**src/rtl/decoder3to8_seq.sv**
```systemverilog
// Registered 3-to-8 decoder with a valid/ready output stage and a
// self-test sweep that walks codes 0..7 through the same output register.
module decoder3to8_seq #(
  parameter int ACTIVE_HIGH = 1
) (
  input  logic       clk,
  input  logic       rst_n,
  input  logic       in_valid,
  input  logic [2:0] in_code,
  output logic       in_ready,
  input  logic       sweep_start,
  input  logic       out_ready,
  output logic       out_valid,
  output logic [7:0] out_onehot,
  output logic [2:0] out_code,
  output logic       sweep_done
);

  typedef enum logic [0:0] {ST_IDLE = 1'b0, ST_SWEEP = 1'b1} state_t;

  localparam logic [7:0] IDLE_WORD = (ACTIVE_HIGH != 0) ? 8'h00 : 8'hFF;

  // Polarity is folded in here so the output register holds the final pin value.
  function automatic logic [7:0] decode(input logic [2:0] code);
    logic [7:0] hot;
    hot = 8'h01 << code;
    decode = (ACTIVE_HIGH != 0) ? hot : ~hot;
  endfunction

  state_t     state_r, state_s;
  logic       valid_r, valid_s;
  logic [7:0] onehot_r, onehot_s;
  logic [2:0] code_r, code_s;
  logic [2:0] sweep_cnt_r, sweep_cnt_s;
  logic       done_r, done_s;
  logic       free_s, ready_s, handshake_s, sweep_go_s;

  // Handshake qualifiers; in_ready is forced low while reset is held.
  always_comb begin
    free_s      = ~valid_r | out_ready;
    ready_s     = rst_n & (state_r == ST_IDLE) & free_s & ~sweep_start;
    handshake_s = in_valid & ready_s;
    sweep_go_s  = (state_r == ST_IDLE) & sweep_start & free_s;
  end

  // Next-state and output-register load decisions.
  always_comb begin
    state_s     = state_r;
    valid_s     = valid_r & ~out_ready;
    code_s      = code_r;
    sweep_cnt_s = sweep_cnt_r;
    done_s      = 1'b0;
    case (state_r)
      ST_IDLE: begin
        if (sweep_go_s) begin
          state_s     = ST_SWEEP;
          valid_s     = 1'b1;
          code_s      = 3'd0;
          sweep_cnt_s = 3'd0;
        end else if (handshake_s) begin
          valid_s = 1'b1;
          code_s  = in_code;
        end else begin
          valid_s = valid_r & ~out_ready;
        end
      end
      ST_SWEEP: begin
        if (valid_r && out_ready) begin
          if (sweep_cnt_r == 3'd7) begin
            state_s     = ST_IDLE;
            valid_s     = 1'b0;
            sweep_cnt_s = 3'd0;
            done_s      = 1'b1;
          end else begin
            sweep_cnt_s = sweep_cnt_r + 3'd1;
            valid_s     = 1'b1;
            code_s      = sweep_cnt_r + 3'd1;
          end
        end else begin
          valid_s = valid_r;
        end
      end
      default: begin
        state_s = ST_IDLE;
        valid_s = 1'b0;
      end
    endcase
    // An empty register always shows the idle word and code 0.
    if (valid_s) begin
      onehot_s = decode(code_s);
    end else begin
      code_s   = 3'd0;
      onehot_s = IDLE_WORD;
    end
  end

  // State and output registers with synchronous active-low reset.
  always_ff @(posedge clk) begin
    if (!rst_n) begin
      state_r     <= ST_IDLE;
      valid_r     <= 1'b0;
      onehot_r    <= IDLE_WORD;
      code_r      <= 3'd0;
      sweep_cnt_r <= 3'd0;
      done_r      <= 1'b0;
    end else begin
      state_r     <= state_s;
      valid_r     <= valid_s;
      onehot_r    <= onehot_s;
      code_r      <= code_s;
      sweep_cnt_r <= sweep_cnt_s;
      done_r      <= done_s;
    end
  end

  assign in_ready   = ready_s;
  assign out_valid  = valid_r;
  assign out_onehot = onehot_r;
  assign out_code   = code_r;
  assign sweep_done = done_r;

endmodule
```
**config.mk**
```make
export PLATFORM = sky130hd
export DESIGN_NAME = decoder3to8_seq
export DESIGN_NICKNAME = d
export VERILOG_FILES = /design/src/rtl/decoder3to8_seq.sv
export SDC_FILE = /design/constraint.sdc
export NUM_CORES = 1
export LEC_CHECK = 0
export BUFFER_PORTS_ARGS = -buffer_cell sky130_fd_sc_hd__buf_2
export CORE_UTILIZATION = 49
export CTS_BUF_LIST = sky130_fd_sc_hd__clkbuf_8
export CTS_CLUSTER_DIAMETER = 100
export DETAILED_ROUTE_END_ITERATION = 6
export GPL_TIMING_DRIVEN = 0
export PLACE_DENSITY = 0.82
export SETUP_SLACK_MARGIN = 0.05
export SLEW_MARGIN = 40
export SYNTH_ARGS = -nofsm -noshare
export SYNTH_HDL_FRONTEND = slang
export SYNTH_SLANG_ARGS = --single-unit
```
**constraint.sdc**
```tcl
create_clock -name clk -period 3.87 [get_ports clk]
set_input_delay 0 -clock clk [delete_from_list [all_inputs] [get_ports clk]]
set_output_delay 0 -clock clk [all_outputs]
set_load 0.01 [all_outputs]
```
==> metrics, run 1 <==
Syn Area/Cell=10.1 um2; post-route ant nets=0; Power per Cell Area=357 nW/um2; H-tree depth=1; Hold/Removal Path Class=input port to flop; sequential share of the synthesized area=0.390; Hold EP=sweep_done; leading area contributor after synthesis=dfxtp_1; CTS resizes=0; Max IR drop VDD=0.235 mV; Chip Height=44.2 um; critical path capture point type=flop; Yosys top cell area share=0.390; clock slew at reported path FFs=70 ps; CTS tree=yes; CP Cell Sequence=ha_1 -> ha_1 -> nand3b_2 -> mux2i_1 -> o221ai_1 -> nor4_1; crit-path max FO=4; vias=781; Area contributors post-synth=dfxtp_1 39%, a2111oi_2 6.9%, mux2i_1 4.6%; diode count=0; Fin Clk Skew=5.76 ps; I/O Buffers=20; syn_nets=96; max cap viols=0; synth unique cells=37; post-CTS setup buffers=0; Layout Nets=121; Starting Density=0.553; global-route wire length before repair=3040 um; Max Buffers Root-to-Sink=2; fmax=497 MHz; WP buf/inv=0; dominant synthesized flop cell=dfxtp_1; most common cell after layout, fill and taps aside=buf_2; P_leak=0.471 nW; FF/Latch Area=340 um2; Crit. Startpoint=sweep_cnt_r[0]; vias in the first global route=705; Die X=44.2 um; Mapped Cells=86; cts hold-fix bufs=0; CP Class=flop to flop; largest net degree at the start of global routing=11; total congestion overflow=0; Worst-Margin Slew=740 ps; flop2flop setup slack=1860 ps; WHS Path Cells=3; num ports=22; clk sinks=17; clk_lat worst skew=250 ps; #FFs+latches synth=17; CP arrival=2160 ps; fillers=135; asr flop ratio synth=0; Final TNS setup=0 ps; DRC Markers=0; Vias per Instance=6.20; FF-to-FF End=out_onehot[0]; Die ar.=1950 um2; initial antenna violation count=0; Final Max Slew Viols=0; Worst path slowest cell=nor4_1; Max-slew headroom=0.503; Final Critical Period=2010 ps; Power Total=0.370 mW; Ys Warns=0; Tcrit/Tclk final=0.520; dpl hpwl=1430 um; path depth of the worst reg2reg path=6; crit start category=flop; wire per inst=14.8 um; status=finished clean; Final Util=0.658; CP delay by family, top=simple AND/OR/NAND/NOR gates; Total Routing Usage GR=0.214; row cnt=14; DR iter-0 viols=16; most frequent cells in the layout=20 x buf_2, 17 x dfxtp_1, 8 x nor2_1; Multi-input gate area=490 um2; CP dominant cell by count=ha_1; area post-placement=992 um2; EDFF count, synth=0; share of layout cells above drive strength 1=0.345; synthesized area=872 um2; Design Area, Final=1040 um2; largest stage delay on the critical path=350 ps; WP data required=4020 ps; worst r2r src=sweep_cnt_r[0]; global placement routability congestion=0.882; Root Buffer=clkbuf_8; Num CTS Buffers=3; Detailed Route WL=1870 um; worst hold start=out_ready; unrepaired setup endpoints after global routing=no; Core ar.=1580 um2; Final Hold Vio Count=0; Setup violations, final=0; first-pass iteration count of the detailed router=6; synth-to-layout area growth=18.9%
## cell usage after synthesis (2+ instances only)
cell and count:
o21ai_0 3, dfxtp_1 17, nor2_1 8, nand3_1 2, nand4_1 3, and3_1 2, o211a_1 2, a21oi_1 2
a2111oi_2 4, inv_1 6, nand2_1 3, nor4_1 4, o211ai_1 2, ha_1 2, mux2i_1 4
## cell families after synthesis
| logic type | count (synthesis) | synth area share |
|---|---|---|
| DFF | 17 | 0.390 |
| AOI/OAI and AO/OA | 21 | 0.237 |
| adders and majority gates | 2 | 0.0287 |
| buffers and inverters | 9 | 0.0473 |
| and+or+nand+nor | 31 | 0.221 |
| muxes | 6 | 0.0760 |
## worst register-to-register path: stages (launching register included)
cell and delay (ps):
dfxtp_1 340, ha_1 220, ha_1 200, nand3b_2 270, mux2i_1 230, o221ai_1 290, nor4_1 350
## sequential cells by signal, indices dropped and copies added, names as in the netlist
register,count
out_code,3
out_onehot,8
out_valid,1
state_r,1
sweep_cnt_r,3
sweep_done,1
## metal layers
| metal | track usage | up-vias | routed length (um) |
|---|---|---|---|
| met5 | 0 | - | 0 |
| met4 | 0.0909 | 0 | 31 |
| met3 | 0.0245 | 6 | 55 |
| met2 | 0.368 | 19 | 960 |
| met1 | 0.269 | 379 | 819 |
| li1 | - | 377 | - |
## through the flow
step / setup slack, ps / hold slack, ps / instances
global route: 1700 / 116 / 126
CTS: 1850 / 106 / 126
finish: 1860 / 114 / 126
detailed placement: 1870 / 369 / 122
floorplan: 2050 / 165 / 86
global placement: 1910 / 340 / 122
## cell type report
cell class | instances | area share
flip-flops and latches | 17 | 0.328
clock inverters | 1 | 0.00362
plain buffers | 2 | 0.0145
clock buffers | 3 | 0.0398
inverters | 7 | 0.0253
multi-input cells | 60 | 0.473
well taps | 16 | 0.0193
repair buffers | 20 | 0.0965
## worst max-delay path by stage
stage,endpoint,slack (ps),cells after the start
floorplan,out_onehot[3],2050,6
global placement,out_onehot[3],1910,6
detailed placement,out_onehot[7],1870,6
CTS,out_onehot[7],1850,6
global route,out_onehot[3],1700,6
finish,out_onehot[0],1860,6
## where the power goes
group          internal [mW]  switching (mW)  leakage, nW
Clock                 0.0704          0.0590       0.0269
Combinational         0.0217          0.0345        0.306
Sequential             0.180         0.00469        0.138
Total                  0.272          0.0982        0.471
Note: power is estimated with default switching activity, not from simulation.
==> run 2, diff against run 1 <==
==> constraint.sdc (replaced) <==
create_clock -name clk -period 1.88 [get_ports clk]
set_input_delay 0 -clock clk [delete_from_list [all_inputs] [get_ports clk]]
set_output_delay 0 -clock clk [all_outputs]
set_load 0.01 [all_outputs]
==> run 2 against run 1 <==
  * Cell count is 0.79% higher
  * Sequential share of layout area is 4.9 points lower
  * Final area is 18% higher
  * Clock skew is 3.3 ps lower
  * Hold slack better by 26 ps
  * Core utilization is 12 points higher
  * Routed wire length is 23% higher
  * Critical path type unchanged
  * Clock-buffer cell count stayed put
  * Setup slack worse by 1800 ps
==> metrics, run 2 (same netlist as run 1, synthesis figures left out) <==
unrepaired setup endpoints after global routing=yes; most frequent cells in the layout=20 x buf_2, 15 x dfxtp_1, 8 x nor2_1; Int Power=0.575 mW (+110%); share of layout cells above drive strength 1=0.468 (+0.123); most common cell after layout, fill and taps aside=buf_2; dpl cells=122 (unchanged); dpl hpwl=1430 um (unchanged); Combinational Power Share=0.192 (+0.040); Worst-Margin Slew=605 ps (-135 ps); Fin Clk Skew=2.44 ps (-3.31 ps); Final Max Slew Viols=0 (unchanged); synth-to-layout area growth=40.6%; crit start category=flop; vias in the first global route=729 (+3.4%); CP Class=flop to flop; Seq pwr share=0.477 (-0.022); clk_lat worst skew=250 ps (about the same); crit-path max FO=5 (+1); Final TNS setup=0 ps (unchanged); worst r2r src=sweep_cnt_r[0]; Power per Cell Area=653 nW/um2 (+83%); max reg flops=8 (unchanged); Worst path slowest cell=dfxtp_2; critical path capture point type=flop; Power Total=0.800 mW (+120%); Total Routing Usage GR=0.235 (+0.0217); Vias per Instance=6.39 (+3.0%); Core ar.=1580 um2 (unchanged); CP arrival=1950 ps (-210 ps); worst hold start=out_ready; Max IR drop VDD=0.588 mV (+150%); Hold/Removal Path Class=input port to flop; flop2flop setup slack=90 ps (-1770 ps); WHS Path Cells=3 (unchanged); initial antenna violation count=0 (unchanged); Final Hold Vio Count=0 (unchanged); post-route ant nets=0 (unchanged); row cnt=14 (unchanged); global-route wire length before repair=3300 um (+8.6%); Max Buffers Root-to-Sink=2 (unchanged); vias=811 (+3.8%); fmax=558 MHz (+12%); hold slack=140 ps (+26.3 ps); WP data required=2030 ps (-1990 ps); wire per inst=18.0 um (+22%); Detailed Route WL=2290 um (+23%); Sw Share=0.281 (+0.0159); diode count=0 (unchanged); Clock power frac=0.331 (-0.018); final worst slack=86.5 ps (-1770 ps); clk sinks=17 (unchanged); DRC Markers=0 (unchanged); I/O Buffers=20 (unchanged); total congestion overflow=0 (unchanged); Setup violations, final=0 (unchanged); Hold EP=sweep_done; first-pass iteration count of the detailed router=6 (unchanged); FF-to-FF End=out_onehot[6]; Psw=0.225 mW (+130%); pre-CTS setup slack=-122 ps (-1990 ps); largest net degree at the start of global routing=11 (unchanged); CP dominant cell by count=ha_4; CP Cell Sequence=ha_4 -> ha_4 -> nand3b_4 -> mux2i_4 -> o221a_4 -> a2111oi_4; P_leak=0.492 nW (+4.4%); Tcrit/Tclk final=0.954 (+0.434); Chip Height=44.2 um (unchanged); Die X=44.2 um (unchanged); Root Buffer=clkbuf_8; global placement routability congestion=0.882 (unchanged); num ports=22 (unchanged); CTS tree=yes; Final Critical Period=1790 ps (-218 ps); Num CTS Buffers=3 (unchanged); Layout Nets=122 (+0.83%); Die ar.=1950 um2 (unchanged); DR iter-0 viols=18 (+2); CP delay by family, top=compound AO/OA/AOI/OAI gates; max cap viols=0 (unchanged); status=finished clean; clock slew at reported path FFs=60 ps (about the same); H-tree depth=1 (unchanged); Max-slew headroom=0.597 (+0.0933); Non-Filler Instances=127 (+0.79%); largest stage delay on the critical path=330 ps (-20 ps); WP buf/inv=0 (unchanged); path depth of the worst reg2reg path=6 (unchanged); Starting Density=0.553 (unchanged)
## run 2: cell types whose count changed in the layout (fill, tap and decap cells not counted), moves of 3 or more
cell       change
a2111oi_2      -3
mux2i_4        +3
a2111oi_4      +3
mux2i_1        -3
## run 2: metal layers
layer	vias to the layer above	track usage	share of wire
li1	382	-	-
met1	387	0.296	0.41
met2	35	0.412	0.53
met3	7	0.0245	0.045
met4	0	0.0909	0.017
met5	-	0	0
## run 2: worst register-to-register path, delay by kind of cell (launching register included)
kind / cells / cell delay [ps]
multiplexers: 1 / 240
flip-flops: 1 / 330
AND/OR/NAND/NOR: 1 / 210
adder cells (fa/ha/maj): 2 / 320
AO/OA/AOI/OAI: 2 / 590
## run 2: through the flow
stage                     utilization  area, um2
after floorplan                     -        872
after global placement          0.629        992
after detailed placement        0.629        992
after CTS                       0.707       1110
after global routing            0.778       1230
final                           0.778       1230
## run 2: cell type report
cell class / count / area [um2]
Multi-Input combinational cell: 60 / 666
Fill cell: 93 / 350
Sequential cell: 17 / 343
Timing Repair Buffer: 21 / 108
Clock buffer: 3 / 41.3
Inverter: 7 / 30.0
Tap cell: 16 / 20.0
Buffer: 2 / 15.0
Clock inverter: 1 / 3.75
## run 2: what timing repair did
action,CTS,global route
resized for setup,13,15
endpoints found under the hold margin,0,0
setup buffers,1,0
setup endpoints to repair,11,7
hold buffers,0,0
gates cloned,0,0
pin swaps,2,7
## run 2: how the worst max path moves through the flow
stage / startpoint / endpoint / cells past startpoint
2_1_floorplan: sweep_cnt_r[0] / out_onehot[3] / 6
3_3_place_gp: sweep_cnt_r[0] / out_onehot[3] / 6
3_5_place_dp: sweep_cnt_r[0] / out_onehot[7] / 6
4_1_cts: sweep_cnt_r[0] / out_onehot[3] / 6
5_1_grt: sweep_cnt_r[0] / out_onehot[6] / 6
6_report: sweep_cnt_r[0] / out_onehot[6] / 6
## run 2: power by group through the flow
stage	Combinational [mW]	Clock (mW)	Sequential (mW)
floorplan	0.0785	0	0.390
global placement	0.111	0	0.387
detailed placement	0.114	0	0.388
CTS	0.132	0.268	0.381
global route	0.165	0.280	0.383
finish	0.154	0.265	0.382
